$ cat src/rtl/mult_pkg.sv
// Shared types and sizing for the sequential multiplier controller.
package mult_pkg;
   localparam int OP_W           = 32;
   localparam int PROD_W         = 64;
   localparam int TIMEOUT_CYCLES = 96;
   localparam int CNT_W          = $clog2(TIMEOUT_CYCLES + 1);

   typedef enum logic [1:0] {
      IDLE,
      CLEAR,
      RUN,
      HOLD
   } state_t;
endpackage

$ cat src/rtl/mult_abs32.sv
// 32-bit two's complement magnitude with sign; 0x80000000 maps to itself (valid unsigned).
module mult_abs32
   import mult_pkg::*;
(
   input  logic [OP_W-1:0] i_val,
   output logic [OP_W-1:0] o_mag,
   output logic            o_sign
);
   assign o_sign = i_val[OP_W-1];
   assign o_mag  = o_sign ? (~i_val + OP_W'(1)) : i_val;
endmodule

$ cat src/rtl/mult_seq_ctrl.sv
// Handshaked controller around an iterative multiplier, with a RUN-phase timeout.
// Optional MULT_SIGNED_EN: two's complement operands via magnitude + sign fix-up.
module mult_seq_ctrl
   import mult_pkg::*;
(
   input  logic              clk,
   input  logic              reset,
   input  logic              in_valid,
   output logic              in_ready,
   input  logic [OP_W-1:0]   in_a,
   input  logic [OP_W-1:0]   in_b,
   output logic              out_valid,
   input  logic              out_ready,
   output logic [PROD_W-1:0] out_product,
   output logic              out_err,
   output logic [OP_W-1:0]   mul_a,
   output logic [OP_W-1:0]   mul_b,
   output logic              mul_start,
   output logic              mul_clear,
   input  logic [PROD_W-1:0] mul_product,
   input  logic              mul_done
);
   localparam logic [CNT_W-1:0] CNT_LAST = CNT_W'(TIMEOUT_CYCLES - 1);

   state_t              r_state, w_next;
   logic [CNT_W-1:0]    r_cnt;
   logic [OP_W-1:0]     r_a, r_b;
   logic [PROD_W-1:0]   r_product;
   logic                r_err;
   logic [OP_W-1:0]     w_op_a, w_op_b;
   logic [PROD_W-1:0]   w_prod_fix;
   logic                w_timeout;

`ifdef MULT_SIGNED_EN
   logic [OP_W-1:0] w_mag_a, w_mag_b;
   logic            w_sgn_a, w_sgn_b;
   logic            r_neg;

   mult_abs32 u_abs_a (.i_val(in_a), .o_mag(w_mag_a), .o_sign(w_sgn_a));
   mult_abs32 u_abs_b (.i_val(in_b), .o_mag(w_mag_b), .o_sign(w_sgn_b));

   assign w_op_a     = w_mag_a;
   assign w_op_b     = w_mag_b;
   assign w_prod_fix = r_neg ? (~mul_product + PROD_W'(1)) : mul_product;

   always_ff @(posedge clk or posedge reset) begin
      if (reset)
         r_neg <= 1'b0;
      else if (r_state == IDLE && in_valid)
         r_neg <= w_sgn_a ^ w_sgn_b;
   end
`else
   assign w_op_a     = in_a;
   assign w_op_b     = in_b;
   assign w_prod_fix = mul_product;
`endif

   assign w_timeout   = (r_cnt == CNT_LAST);
   assign in_ready    = (r_state == IDLE);
   assign out_valid   = (r_state == HOLD);
   assign mul_start   = (r_state == RUN);
   // Multiplier stays cleared for the whole of our own reset, not just CLEAR.
   assign mul_clear   = reset | (r_state == CLEAR);
   assign mul_a       = r_a;
   assign mul_b       = r_b;
   assign out_product = r_product;
   assign out_err     = r_err;

   always_comb begin
      w_next = r_state;
      case (r_state)
         IDLE:    if (in_valid)               w_next = CLEAR;
         CLEAR:                               w_next = RUN;
         RUN:     if (mul_done || w_timeout)  w_next = HOLD;
         HOLD:    if (out_ready)              w_next = IDLE;
         default:                             w_next = IDLE;
      endcase
   end

   always_ff @(posedge clk or posedge reset) begin
      if (reset) begin
         r_state   <= IDLE;
         r_cnt     <= '0;
         r_a       <= '0;
         r_b       <= '0;
         r_product <= '0;
         r_err     <= 1'b0;
      end else begin
         r_state <= w_next;
         case (r_state)
            IDLE: if (in_valid) begin
               r_a <= w_op_a;
               r_b <= w_op_b;
            end
            CLEAR: r_cnt <= '0;
            RUN: begin
               // Done has priority over a timeout landing on the same cycle.
               if (mul_done) begin
                  r_product <= w_prod_fix;
                  r_err     <= 1'b0;
               end else if (w_timeout) begin
                  r_product <= '0;
                  r_err     <= 1'b1;
               end else begin
                  r_cnt <= r_cnt + CNT_W'(1);
               end
            end
            default: ;
         endcase
      end
   end
endmodule
$ cat config.mk
export PLATFORM = sky130hd
export DESIGN_NAME = mult_seq_ctrl
export DESIGN_NICKNAME = d
export VERILOG_FILES = /design/src/rtl/mult_pkg.sv /design/src/rtl/mult_abs32.sv /design/src/rtl/mult_seq_ctrl.sv
export SDC_FILE = /design/constraint.sdc
export NUM_CORES = 1
export LEC_CHECK = 0
export ABC_CLOCK_PERIOD_IN_PS = 7700
export CAP_MARGIN = 20
export CORE_ASPECT_RATIO = 1.1
export CORE_MARGIN = 10
export CORE_UTILIZATION = 43
export CTS_CLUSTER_DIAMETER = 50
export DETAILED_ROUTE_END_ITERATION = 8
export HOLD_SLACK_MARGIN = 0.15
export PLACE_DENSITY = 0.86
export SLEW_MARGIN = 20
export SYNTH_ARGS = -nofsm -noshare
export SYNTH_HDL_FRONTEND = slang
export SYNTH_SLANG_ARGS = --single-unit
$ cat constraint.sdc
create_clock -name clk -period 7.7 [get_ports clk]
set_input_delay 0.77 -clock clk [delete_from_list [all_inputs] [get_ports clk]]
set_output_delay 0.77 -clock clk [all_outputs]
set_load 0.005 [all_outputs]
Word level (Yosys, flattened, before mapping)

Index checks and enable logic that the tools add are counted.

Bits in registers: 138
Bits in latches: 0
Bits in writable memories: 0
Memory bits (read-only): 0
Bits of input ports: 133
Word-level logic and storage cells: 36
Memories kept: 0

$add $sub $neg: 1
Multipliers: 0
Div/mod/pow operators: 0
Magnitude comparators: 0
Equal/unequal tests: 9
Shift-type cells: 0
Muxes and demuxes: 11
Bitwise logic cells: 1
Reduce and logical (&&, ||, !) cells: 8

Operators with widths:

| operator                                                                 | number |
|---|---|
| 64-bit 2-to-1 mux                                                        | 2 |
| 7-bit 2-to-1 mux                                                         | 2 |
| 7-bit case mux with 2 select lines                                       | 1 |
| 2-bit case mux with 4 select lines                                       | 1 |
| 7-bit by 1-bit adder with 7-bit output (second input constant)           | 1 |
| 7-bit equality test (second input constant)                              | 1 |
| 2-bit 2-to-1 mux                                                         | 3 |
| 2-bit inequality test (second input constant)                            | 3 |
| 3-bit AND reduction                                                      | 2 |
| 2-bit equality test (second input constant)                              | 2 |
| 2-bit by 1-bit inequality test with 1-bit output (second input constant) | 2 |
| 2-bit AND reduction                                                      | 2 |
| 2-bit nonzero test                                                       | 2 |
| 2-bit by 1-bit equality test with 1-bit output (second input constant)   | 1 |
| 2-bit zero test                                                          | 1 |
| 1-bit 2-to-1 mux                                                         | 2 |
| 1-bit logical OR                                                         | 1 |
| 1-bit OR                                                                 | 1 |

Longest topological paths before layout

Word-level depth: 4
Mapped depth: 7
Gate-level depth less buffers: 6

Least setup slack after synthesis

Ideal clock, no wire load.

Path type: input-to-output
From: in reset
To: out mul_clear
Arrival: 1.037 ns
Data required time: 6.930 ns
Slack: 5.893 ns
Stages on the path: 1
Path buffers: 0
Cell sequence: or2_2

Word-level cells in the longest chain between the ends: 1

Ends and longest elaborated chain:

| element     | RTL line            | text |
|---|---|---|
| from (decl) | mult_seq_ctrl.sv:7  | `input logic reset,` |
| 1-bit OR    | mult_seq_ctrl.sv:63 | `assign mul_clear = reset \| (r_state == CLEAR);` |
| to (decl)   | mult_seq_ctrl.sv:19 | `output logic mul_clear,` |

No other way between the ends.

Final worst setup path

From: reg r_state[0]
To: out mul_start

Word-level cells in the longest chain between the ends: 1

Ends and longest elaborated chain:

| element                | RTL line            | text |
|---|---|---|
| from (decl)            | mult_seq_ctrl.sv:25 | `state_t r_state, w_next;` |
| from (signal assigned) | mult_seq_ctrl.sv:89 | `r_state <= w_next;` |
| 2-bit equality test    | mult_seq_ctrl.sv:61 | `assign mul_start = (r_state == RUN);` |
| to (decl)              | mult_seq_ctrl.sv:18 | `output logic mul_start,` |

No other way between the ends.

==> summary.md <==
| Metric | Value |
|---|---|
| Clk sink count | 138 |
| # Post-CTS Setup Buffers | 0 |
| Max cap viols | 0 |
| Most frequent cell after synthesis | dfrtp_1 |
| Worst relative slew slack | 45.9% |
| Final setup viols | 0 |
| Internal power | 2.60 mW |
| Synthesized instance count | 343 |
| Mapped Area | 5240 um2 |
| Routed wire length | 16,300 um |
| Mean area per synthesized cell | 15.3 um2 |
| Top cells by count, synth | dfrtp_1 (138), a22o_1 (68), mux2_2 (68) |
| Clock Tree Root | clkbuf_16 |
| Synth Warn # | 0 |
| Status | finished, final reports clean |
| Distinct cells, synth | 30 |
| Syn_nets | 482 |
| Grt ovf | 0 |
| Minimum clock period | 2.86 ns |
| Die width | 125 um |
| 1st-pass router iterations | 4 |
| R2R depth | 4 |
| Ranking of synthesized cells by area | dfrtp_1 (66%), mux2_2 (15%), a22o_1 (11%) |
| CTS H-Tree Depth | 4 |
| #FFs+latches synth | 138 |
| Net switching power | 1.01 mW |
| RD Place Congestion | 0.792 |
| # DRC | 0 |
| CP max FO | 14 |
| Fin crit share | 37.2% |
| Sw frac | 28.0% |
| Crit. End Element | output pin |
| Setup crit start kind | flop |
| Diodes inserted | 0 |
| Placed cell count | 744 |
| CP required | 6.93 ns |
| Max-slew violation count | 0 |
| Routed len/inst | 21.0 um |
| Clock Path Buffers | 2 |
| Clk pwr share | 24.6% |
| Area leader, netlist | dfrtp_1 |
| Post-Route Setup TNS | 0 ns |
| HP Class | flop to flop |
| Post-layout net count | 748 |
| Largest net degree at the start of global routing | 85 |
| Post-synth EDFFs | 0 |
| Antenna violations before repair | 0 |
| IO Count | 266 |
| Synth-to-layout area growth | 65.7% |
| Die Area | 17,000 um2 |
| Register area share after synthesis | 66.0% |
| First-pass GRT wire length | 25,300 um |
| Worst slew pin tran | 0.811 ns |
| Flop pwr share | 35.0% |
| Layout cells sized above 1 | 17.7% |
| Fillers | 788 |
| Buffers on Ports | 265 |
| Antenna-violating nets left | 0 |
| Worst hold margin | 0.497 ns |
| CTS tree | done |
| RSZ-0062 raised after global routing | no |
| Hold buffer count at cts | 0 |
| Post-Layout Cell Count | 776 |
| Hpwl dp | 12,100 um |
| Main synth FF type | dfrtp_1 |
| Vias in the first global route | 4,455 |
| Critical path class | flop to output pin |
| Worst IR Drop VDD | 0.000210 V |
| Pwr per Cell Area | 416 nW/um2 |
| Final hold violations | 0 |
| Sequential Area | 3450 um2 |
| GR Util All Layers | 18.8% |
| Clock Skew | 0.0107 ns |
| Design Power | 3.61 mW |
| Multi-input gate area | 1680 um2 |
| Critical path arrival | 2.09 ns |
| Chip height | 136 um |
| Initial core utilization | 43.7% |
| Starting DRT DRC Count | 207 |
| Worst hold stages | 1 |
| Fin worst setup slack | 4.84 ns |
| CTS clk-pin slew, worst paths | 0.06 ns |
| Comb pwr share | 40.3% |
| CTS buffer count | 17 |
| Clock Latency Late Sink | 0.41 ns |
| Pre-CTS setup slack | 4.93 ns |
| Max Fclk | 0.349 GHz |
| Total number of vias | 4,010 |
| Yosys top cell area share | 66.0% |
| Leakage | 3.81 nW |
| Vias/cell | 5.17 |
| Resized cells post-CTS | 0 |
| Ys async rst share | 100% |
| Core Rows | 42 |
| Core ar. | 12,000 um2 |
-- stage by stage --
step / util (%) / cell area [um2]
global placement: 67.0 / 8020
global route: 72.4 / 8670
floorplan: - / 5240
finish: 72.4 / 8670
CTS: 72.4 / 8670
detailed placement: 67.0 / 8020
-- power groups by stage --
stage | clock, mW | sequential [mW] | combinational (mW)
3_3_place_gp | 0 | 1.25 | 1.43
4_1_cts | 0.902 | 1.27 | 1.48
6_report | 0.888 | 1.26 | 1.45
5_1_grt | 0.936 | 1.30 | 1.56
2_1_floorplan | 0 | 1.27 | 0.538
3_5_place_dp | 0 | 1.26 | 1.47
-- path summary, 6_finish.rpt --
| path | start | to | slack [ns] |
|---|---|---|---|
| setup / recovery | r_state[0] | mul_start | 4.84 |
| hold / removal | out_product[38] | out_product[38] | 0.50 |
| setup reg to reg | r_state[0] | out_product[4] | 5.58 |
| hold reg to reg | out_product[38] | out_product[38] | 0.50 |
| max in group asynchronous | reset | mul_a[30] | 5.79 |
| min in group asynchronous | reset | mul_a[7] | 0.81 |
-- layout by cell type (no fill, tap or decap), drive strengths merged --
cell           count
clkdlybuf4s50    265
dfrtp            138
mux2              69
a22o              68
clkbuf            18
inv                9
nor2               8
ha                 6
bufinv             5
nand2              5
clkinv             5
nand3              3
buf                3
or4                2
a21oi              2
o21ai              2
and2               1
nand4              1
or2b               1
or2                1
a21bo              1
nand2b             1
o221ai             1
o211ai             1
o2111a             1
o2111ai            1
and4               1
o211a              1
a21o               1
clkinvlp           1
-- critical path, stage by stage, from the launching register on --
cell and delay (ns):
dfrtp_1 0.41, inv_1 0.13, ha_1 0.52, clkdlybuf4s50_1 0.63
-- registers in the layout (all words and copies together), names as in the netlist --
signal and flops:
mul_a 32, mul_b 32, out_err 1, out_product 64, r_cnt 7, r_state 2
-- area by class of cell --
| type | instances | area share (%) |
|---|---|---|
| Timing Repair Buffer | 268 | 30.9 |
| Multi-Input combinational cell | 178 | 19.3 |
| Clock buffer | 18 | 4.95 |
| Clock inverter | 14 | 2.50 |
| Inverter | 6 | 0.317 |
| Tap cell | 154 | 2.22 |
| Sequential cell | 138 | 39.8 |
-- per-layer routing --
metal	GRT usage [%]	routed length, um	vias to the layer above
met5	0	0	-
met3	7.95	1370	22
met4	6.47	355	0
met2	31.6	8180	200
li1	-	-	1807
met1	21.2	6390	1981
-- cell families (layout without fill, tap and decap cells) --
kind of cell	after synthesis	in the layout	synth area share [%]
AOI/OAI and AO/OA	79	79	13.0
adders and majority gates	6	6	1.43
buffers and inverters	27	306	2.25
DFF	138	138	66.0
muxes	69	69	14.8
and+or+nand+nor	24	24	2.46
Power figures use the tool's default switching activity.
